`src/rtl/pbs_pkg.sv`:
```
// pbs_pkg: shared definitions for the battle sequencer.
//   pbs_state_e  : FSM state encodings (also exported on state_out)
//   pbs_result_e : battle outcome codes driven on result
//   HEAL_MAX     : heals available to the player per battle
//   sat_inc8     : saturating 8-bit increment used by the turn counter
package pbs_pkg;

  typedef enum logic [3:0] {
    ST_IDLE       = 4'd0,
    ST_P_WAIT     = 4'd1,
    ST_P_ATK_SET  = 4'd2,
    ST_P_ATK_APP  = 4'd3,
    ST_P_HEAL     = 4'd4,
    ST_P_CATCH    = 4'd5,
    ST_CHK_AI     = 4'd6,
    ST_AI_THINK   = 4'd7,
    ST_AI_ATK_SET = 4'd8,
    ST_AI_ATK_APP = 4'd9,
    ST_CHK_P      = 4'd10,
    ST_DONE       = 4'd11
  } pbs_state_e;

  typedef enum logic [1:0] {
    RES_NONE   = 2'd0,
    RES_WIN    = 2'd1,
    RES_LOSE   = 2'd2,
    RES_CAUGHT = 2'd3
  } pbs_result_e;

  localparam logic [1:0] HEAL_MAX = 2'd3;

  function automatic logic [7:0] sat_inc8(input logic [7:0] v);
    return (v == 8'hFF) ? v : v + 8'd1;
  endfunction

endpackage

```
`src/rtl/pbs_edge_det.sv`:
```
// pbs_edge_det: single-flop rising-edge detector.
//   clk  : rising-edge clock
//   rst  : synchronous, active-low reset (clears the history flop)
//   d    : level input
//   rise : high for the one cycle in which d is 1 and was 0 last cycle
module pbs_edge_det
  import pbs_pkg::*;
(
  input  logic clk,
  input  logic rst,
  input  logic d,
  output logic rise
);

  logic d_q;

  always_ff @(posedge clk) begin
    if (!rst) d_q <= 1'b0;
    else      d_q <= d;
  end

  assign rise = d & ~d_q;

endmodule

```
`src/rtl/pbs_ctrl.sv`:
```
// pbs_ctrl: turn sequencer for a two-trainer battle.
//   clk, rst                      : clock, synchronous active-low reset
//   start                         : rising edge starts a battle / leaves DONE
//   btn_attack/heal/catch         : player buttons (levels, edge-detected)
//   move_sel                      : move index captured on an attack
//   ai_dead, p_dead, catch_success: datapath status
//   p_move, actr, target, stop    : datapath control levels
//   heal, catch, load_ai_hp,
//   app_ai_dmg, app_pl_dmg        : one-cycle strobes (mutually exclusive)
//   state_out, turn_cnt, game_over, result : status
//
// state         | meaning
// IDLE          | waiting for a start edge
// P_WAIT        | waiting for a player button edge
// P_ATK_SET     | player attack: datapath settles (RNG frozen)
// P_ATK_APP     | player attack: damage applied to AI
// P_HEAL        | heal strobe, one heal consumed
// P_CATCH       | catch strobe, catch_success sampled
// CHK_AI        | check whether the AI fainted
// AI_THINK      | RNGs run for AI_WAIT cycles
// AI_ATK_SET    | AI attack: datapath settles (RNG frozen)
// AI_ATK_APP    | AI attack: damage applied to player
// CHK_P         | check whether the player fainted, count the turn
// DONE          | battle over, result held
module pbs_ctrl
  import pbs_pkg::*;
#(
  parameter int AI_WAIT = 8
) (
  input  logic       clk,
  input  logic       rst,
  input  logic       start,
  input  logic       btn_attack,
  input  logic       btn_heal,
  input  logic       btn_catch,
  input  logic [1:0] move_sel,
  input  logic       ai_dead,
  input  logic       p_dead,
  input  logic       catch_success,
  output logic [1:0] p_move,
  output logic       actr,
  output logic       target,
  output logic       heal,
  output logic       catch,
  output logic       stop,
  output logic       load_ai_hp,
  output logic       app_ai_dmg,
  output logic       app_pl_dmg,
  output logic [3:0] state_out,
  output logic [7:0] turn_cnt,
  output logic       game_over,
  output logic [1:0] result
);

  localparam logic [7:0] THINK_LOAD = 8'(AI_WAIT - 1);

  pbs_state_e  state_q, state_d;
  pbs_result_e result_q, res_val;
  logic [1:0]  p_move_q;
  logic [1:0]  heals_q;
  logic [7:0]  turn_q;
  logic [7:0]  think_q;
  logic        load_q;

  logic start_rise, atk_rise, heal_rise, catch_rise;
  logic new_battle, latch_move, use_heal, inc_turn, res_set;

  pbs_edge_det u_edge_start (.clk(clk), .rst(rst), .d(start),      .rise(start_rise));
  pbs_edge_det u_edge_atk   (.clk(clk), .rst(rst), .d(btn_attack), .rise(atk_rise));
  pbs_edge_det u_edge_heal  (.clk(clk), .rst(rst), .d(btn_heal),   .rise(heal_rise));
  pbs_edge_det u_edge_catch (.clk(clk), .rst(rst), .d(btn_catch),  .rise(catch_rise));

  always_ff @(posedge clk) begin
    if (!rst) state_q <= ST_IDLE;
    else      state_q <= state_d;
  end

  // Next-state and register enables use the inputs; the outputs below decode
  // state_q only, so there is no input-to-output combinational path.
  always_comb begin
    state_d    = state_q;
    new_battle = 1'b0;
    latch_move = 1'b0;
    use_heal   = 1'b0;
    inc_turn   = 1'b0;
    res_set    = 1'b0;
    res_val    = RES_NONE;
    actr       = 1'b0;
    stop       = 1'b0;
    heal       = 1'b0;
    catch      = 1'b0;
    app_ai_dmg = 1'b0;
    app_pl_dmg = 1'b0;
    game_over  = 1'b0;

    case (state_q)
      ST_IDLE: begin
        if (start_rise) begin
          state_d    = ST_P_WAIT;
          new_battle = 1'b1;
        end
      end
      ST_P_WAIT: begin
        // A heal edge with no heals left swallows the whole cycle, including
        // any attack edge that arrived with it.
        if (catch_rise) begin
          state_d = ST_P_CATCH;
        end else if (heal_rise) begin
          if (heals_q != 2'd0) state_d = ST_P_HEAL;
        end else if (atk_rise) begin
          state_d    = ST_P_ATK_SET;
          latch_move = 1'b1;
        end
      end
      ST_P_ATK_SET: begin
        stop    = 1'b1;
        state_d = ST_P_ATK_APP;
      end
      ST_P_ATK_APP: begin
        stop       = 1'b1;
        app_ai_dmg = 1'b1;
        state_d    = ST_CHK_AI;
      end
      ST_P_HEAL: begin
        heal     = 1'b1;
        use_heal = 1'b1;
        state_d  = ST_AI_THINK;
      end
      ST_P_CATCH: begin
        catch = 1'b1;
        if (catch_success) begin
          state_d = ST_DONE;
          res_set = 1'b1;
          res_val = RES_CAUGHT;
        end else begin
          state_d = ST_AI_THINK;
        end
      end
      ST_CHK_AI: begin
        if (ai_dead) begin
          state_d = ST_DONE;
          res_set = 1'b1;
          res_val = RES_WIN;
        end else begin
          state_d = ST_AI_THINK;
        end
      end
      ST_AI_THINK: begin
        actr = 1'b1;
        if (think_q == 8'd0) state_d = ST_AI_ATK_SET;
      end
      ST_AI_ATK_SET: begin
        actr    = 1'b1;
        stop    = 1'b1;
        state_d = ST_AI_ATK_APP;
      end
      ST_AI_ATK_APP: begin
        actr       = 1'b1;
        stop       = 1'b1;
        app_pl_dmg = 1'b1;
        state_d    = ST_CHK_P;
      end
      ST_CHK_P: begin
        actr = 1'b1;
        if (p_dead) begin
          state_d = ST_DONE;
          res_set = 1'b1;
          res_val = RES_LOSE;
        end else begin
          state_d  = ST_P_WAIT;
          inc_turn = 1'b1;
        end
      end
      ST_DONE: begin
        game_over = 1'b1;
        if (start_rise) state_d = ST_IDLE;
      end
      default: state_d = ST_IDLE;
    endcase
  end

  // load_ai_hp is registered so it appears in the first P_WAIT cycle while
  // still coming from a flop rather than from the start input.
  always_ff @(posedge clk) begin
    if (!rst) begin
      load_q   <= 1'b0;
      p_move_q <= 2'd0;
      heals_q  <= HEAL_MAX;
      turn_q   <= 8'd0;
      result_q <= RES_NONE;
    end else begin
      load_q <= new_battle;
      if (latch_move) p_move_q <= move_sel;
      if (new_battle)    heals_q <= HEAL_MAX;
      else if (use_heal) heals_q <= heals_q - 2'd1;
      if (new_battle)    turn_q <= 8'd0;
      else if (inc_turn) turn_q <= sat_inc8(turn_q);
      if (new_battle)    result_q <= RES_NONE;
      else if (res_set)  result_q <= res_val;
    end
  end

  // Think timer: preloaded while outside AI_THINK, counts down inside it and
  // releases the FSM at terminal count, giving exactly AI_WAIT think cycles.
  always_ff @(posedge clk) begin
    if (!rst)                           think_q <= 8'd0;
    else if (state_q != ST_AI_THINK)    think_q <= THINK_LOAD;
    else if (think_q != 8'd0)           think_q <= think_q - 8'd1;
  end

  assign target     = actr;
  assign load_ai_hp = load_q;
  assign p_move     = p_move_q;
  assign turn_cnt   = turn_q;
  assign result     = result_q;
  assign state_out  = state_q;

endmodule
```
`config.mk`:
```
export PLATFORM = sky130hd
export DESIGN_NAME = pbs_ctrl
export DESIGN_NICKNAME = d
export VERILOG_FILES = /design/src/rtl/pbs_pkg.sv /design/src/rtl/pbs_edge_det.sv /design/src/rtl/pbs_ctrl.sv
export SDC_FILE = /design/constraint.sdc
export NUM_CORES = 1
export LEC_CHECK = 0
export CAP_MARGIN = 20
export CELL_PAD_IN_SITES_DETAIL_PLACEMENT = 0
export CELL_PAD_IN_SITES_GLOBAL_PLACEMENT = 2
export CORE_MARGIN = 10
export CORE_UTILIZATION = 31
export DETAILED_ROUTE_END_ITERATION = 10
export PLACE_DENSITY_LB_ADDON = 0.1
export SLEW_MARGIN = 0
export SYNTH_ARGS = -nofsm -noshare
export SYNTH_HDL_FRONTEND = slang
export SYNTH_SLANG_ARGS = --single-unit
```
`constraint.sdc`:
```
create_clock -name clk -period 2.3 [get_ports clk]
set_input_delay 0.46 -clock clk [delete_from_list [all_inputs] [get_ports clk]]
set_output_delay 0.46 -clock clk [all_outputs]
set_load 0.01 [all_outputs]
```
After elaboration in Yosys (flattened, before gate mapping). Cells that the tools add are included.

Register bits after elaboration: 31. Bits in latches: 0. Bits in writable memories: 0. ROM bits: 0. Input port bits: 11. Output and inout port bits: 25. Logic and storage cells: 90. Memories: 0.

Add/sub/neg operators: 3. $mul: 0. Divide/modulo/power cells: 0. $lt $le $gt $ge: 0. Equality and inequality tests: 18. Shift operators: 0. Muxes and demuxes: 36. Bitwise gates (word level): 10. Reduce and logical (&&, ||, !) cells: 11.

Operators with widths (count): $pmux 4 s12 (1); $mux 4 (10); $mux 1 (19); $eq 4x3->1 const B (4); $eq 4x4->1 const B (4); $add 8x1->8 const B (1); $eq 4x2->1 const B (2); $eq 8x8->1 const B (1); $logic_not 8->1 (1); $ne 4x4->1 const B (2); $reduce_bool 8->1 (1); $reduce_or 4->1 (2); $sub 8x1->8 const B (1); $mux 3 (2); $ne 2x2->1 const B (3); $not 1->1 (6); $pmux 2 s3 (1); $reduce_and 5->1 (1); $and 1x1->1 (4); $eq 4x1->1 const B (1); $logic_not 4->1 (1); $mux 2 (2); $ne 4x3->1 const B (1); $reduce_bool 2->1 (2); other kinds (4) (5).

Depth between registers and ports, before layout.
Depth in word-level cells: 6. Depth in mapped cells: 7. Depth with buffers taken out: 6.

Cells and area by module. From an unflattened synthesis, not the netlist that was laid out.

Cell total of the unflattened synthesis: 194. Area, all modules: 1656.6 um2.

Modules (own cells, without submodules): pbs_ctrl (times used 1, cells each 182, area each 1496.4 um2, seq. area each 540.5 um2); pbs_edge_det (times used 4, cells each 3, area each 40.0 um2, seq. area each 20.0 um2).

Least setup slack after synthesis. OpenSTA, ideal clock, no wires.

Kind: register to register. Start: register state_q[0], in the netlist state_out[0]. End: register p_move_q[0], in the netlist p_move[0]. Library setup time: 117 ps. Data arrival time: 1543 ps. Required time: 2183 ps. Slack: 640 ps. Stages on the path, launching flop included: 7. Buffers on the path: 1. Period minus slack after synthesis: 1660 ps. Cell sequence: dfxtp_1 > clkbuf_2 > and2b_1 > nand2_1 > or4b_1 > mux2i_1 > nor2_1.

Word-level cells in the longest chain between the ends: 2.

RTL lines: start: declaration (line pbs_ctrl.sv:57) `pbs_state_e state_q, state_d;`; start signal: assignment (line pbs_ctrl.sv:75) `else state_q <= state_d;`; $eq 4x1->1 (line pbs_ctrl.sv:96) `case (state_q)`; $mux 1 (line pbs_ctrl.sv:96); end signal: assignment (line pbs_ctrl.sv:193) `if (latch_move) p_move_q <= move_sel;`; end: declaration (line pbs_ctrl.sv:59) `logic [1:0] p_move_q;`.

Every way passes these cells. A chain may end at the register's enable or synchronous reset.

Worst setup path in the final report.
Start: register state_q[3], in the netlist state_out[3]. End: output port catch.

Word-level cells in the longest chain between the ends: 2.

RTL lines: $eq 4x3->1 (line pbs_ctrl.sv:96); $mux 1 (line pbs_ctrl.sv:96); end: declaration (line pbs_ctrl.sv:44) `output logic catch,`.

Every way passes these cells.

==> results.json <==
{
  "seq_area_um2": 626,
  "num_rows": 26,
  "die_area_um2": 8620,
  "syn_nets": 209,
  "syn_area_per_cell_um2": 8.48,
  "cts_tree": "built",
  "setup_tns_ns": 0,
  "dr.pass1.iters": 4,
  "die-height_um": 92.9,
  "rsz0062_at_grt": "false",
  "period_needed_ns": 2.16,
  "hold_violations": 0,
  "ys_seq_elements": 31,
  "cp.arrival_ns": 1.70,
  "grt_pass1_vias": 1360,
  "drc": 0,
  "ant_nets": 0,
  "dieWidth_um": 92.9,
  "max-cap-violations": 0,
  "synth_edf_count": 0,
  "synth_area_leader_cell": "dfxtp_1",
  "post-place-ws_ns": 0.0897,
  "synth.top_cells.by_area": "dfxtp_1 38%, nor2_1 6.8%, xor2_1 4.3%",
  "gp_congestion": 0.773,
  "numCtsBuffers": 5,
  "worst_slack_ns": 0.137,
  "yosysTopAreaCellShare": 0.377,
  "timing.final.crit_share": 0.940,
  "start_util": 0.320,
  "power_uw": 1780,
  "yosysSeqAreaShare": 0.377,
  "critPathCaptureType": "output pin",
  "critical_path_class": "reg -> out",
  "clkLatencyLatePin_ns": 0.28,
  "diodes": 0,
  "syn2layout_area_growth_pct": 31.3,
  "min_path_type": "reg -> reg",
  "reg2reg_depth": 5,
  "htreeDepth": 2,
  "yosysWarnings": 0,
  "ctsHoldBuffers": 0,
  "netlist_area_um2": 1650,
  "drive_gt1_frac": 0.128,
  "holdPathStages": 2,
  "wire_per_inst_um": 13.8,
  "tightest_slew_ns": 0.394,
  "max_freq_ghz": 0.462,
  "core_area_um2": 5140,
  "fin_nets": 248,
  "cts_setup_buffers": 0,
  "place_hpwl_um": 3240,
  "drt_iter0_markers": 46,
  "clk_pin_slew_ns": 0.06,
  "ys_types": 48,
  "via_per_inst": 4.78,
  "io_pins": 36,
  "synth_cells": 194,
  "critPathMaxFanout": 11,
  "powerDensity_nw_per_um2": 825,
  "p_leak_uw": 0.000863,
  "report.final.slew_viol_count": 0,
  "clock_sinks": 31,
  "num_vias": 1452,
  "start_kind": "flip-flop",
  "grt_overflow": 0,
  "finalWirelength_um": 4200,
  "grt_pass1_wl_um": 6900,
  "synth_ff_type": "dfxtp_1",
  "clk_path_buf_depth": 2,
  "outcome": "completed",
  "slew_headroom": 0.735,
  "ys_async_sr_fraction": 0,
  "root_buffer": "clkbuf_8",
  "crit_required_ns": 1.84,
  "multiInputGateArea_um2": 917,
  "peakVddDrop_mv": 0.254,
  "skew_ns": 0.00224,
  "n_fill_cell": 574,
  "utilization": 0.420,
  "grt_use_total": 0.0991,
  "setup_violations": 0,
  "grt_max_degree": 15,
  "io_buffers": 35,
  "antenna_found_initial": 0
}
==> cell families after synthesis <==
| kind of cell | synth area share |
|---|---|
| AOI/OAI and AO/OA | 0.119 |
| buffers and inverters | 0.0700 |
| adders and majority gates | 0.0304 |
| and+or+nand+nor | 0.293 |
| muxes | 0.0304 |
| xor gates and xnor gates | 0.0799 |
| DFF | 0.377 |
==> report_power, final <==
part | internal, uW | switching, uW | leakage (uW)
registers | 595 | 91.9 | 0.000254
clock network | 212 | 193 | 0.0000422
logic | 347 | 344 | 0.000566
total | 1150 | 629 | 0.000863
==> worst max-delay path: stages, from the launching register on <==
cell	delay [ns]
dfxtp_2	0.40
and2b_1	0.25
nand2_1	0.09
nor2_2	0.13
clkdlybuf4s50_1	0.56
==> cell usage after synthesis, drive strengths merged, types with 2 or more instances <==
master,n
nand3,9
a21oi,8
nor3b,2
nor3,3
nand4,4
and2b,2
and2,4
clkbuf,6
xnor2,7
nor4,2
inv,10
o22ai,2
nand3b,3
o32ai,2
xor2,8
dfxtp,31
buf,5
mux2i,5
nand2,17
or2b,2
and3,5
o21ai,8
nor2,30
ha,4
==> per-stage QoR <==
stage / instances / cell area [um2] / hold slack [ns]
floorplan: 194 / 1650 / 0.435
global placement: 296 / 2070 / 0.443
detailed placement: 296 / 2070 / 0.451
CTS: 304 / 2150 / 0.463
global route: 304 / 2160 / 0.489
finish: 304 / 2160 / 0.462
==> registers in the layout, summed over array words and instances, names as in the netlist <==
name / count
think_q: 8
u_edge_start.d_q: 1
state_out: 4
load_ai_hp: 1
turn_cnt: 8
u_edge_atk.d_q: 1
heals_q: 2
result: 2
u_edge_heal.d_q: 1
p_move: 2
u_edge_catch.d_q: 1
==> repair_timing <==
item,4_1_cts,5_1_grt
gates resized for setup,1,5
gates cloned,0,0
setup endpoints to repair,1,6
==> layer usage <==
metal,share of wire,track usage,vias to the layer above
met2,0.45,0.148,31
met5,0,0,-
met3,0.068,0.0444,6
li1,-,-,737
met1,0.47,0.123,678
met4,0.013,0.0347,0
==> final timing paths <==
kind | from | end | slack, ns
worst max-delay path | state_out[3]$_SDFFE_PN0P_ | catch | 0.14
worst min-delay path | result[0]$_SDFFE_PP0P_ | result[0]$_SDFFE_PP0P_ | 0.46
worst max register to register | state_out[3]$_SDFFE_PN0P_ | p_move[1]$_SDFFE_PN0P_ | 0.57
worst min register to register | result[0]$_SDFFE_PP0P_ | result[0]$_SDFFE_PP0P_ | 0.46
==> cell usage in the layout (no fill, tap or decap), types with 6 or more instances in the layout <==
cell             instances
a21oi_1                  8
buf_4                    8
clkdlybuf4s50_1         35
dfxtp_1                 27
inv_1                   10
nand2_1                 17
nand3_1                  9
nor2_1                  29
o21ai_0                  6
xnor2_1                  7
xor2_1                   8
==> cell type report <==
class                   instances  share of cell area
multi-input cells             142               0.425
repair buffers                 43               0.190
clock buffers                   7              0.0353
clock inverters                 1             0.00232
flip-flops and latches         31               0.290
inverters                      10              0.0174
well taps                      70              0.0406
Power figures use the tool's default switching activity.
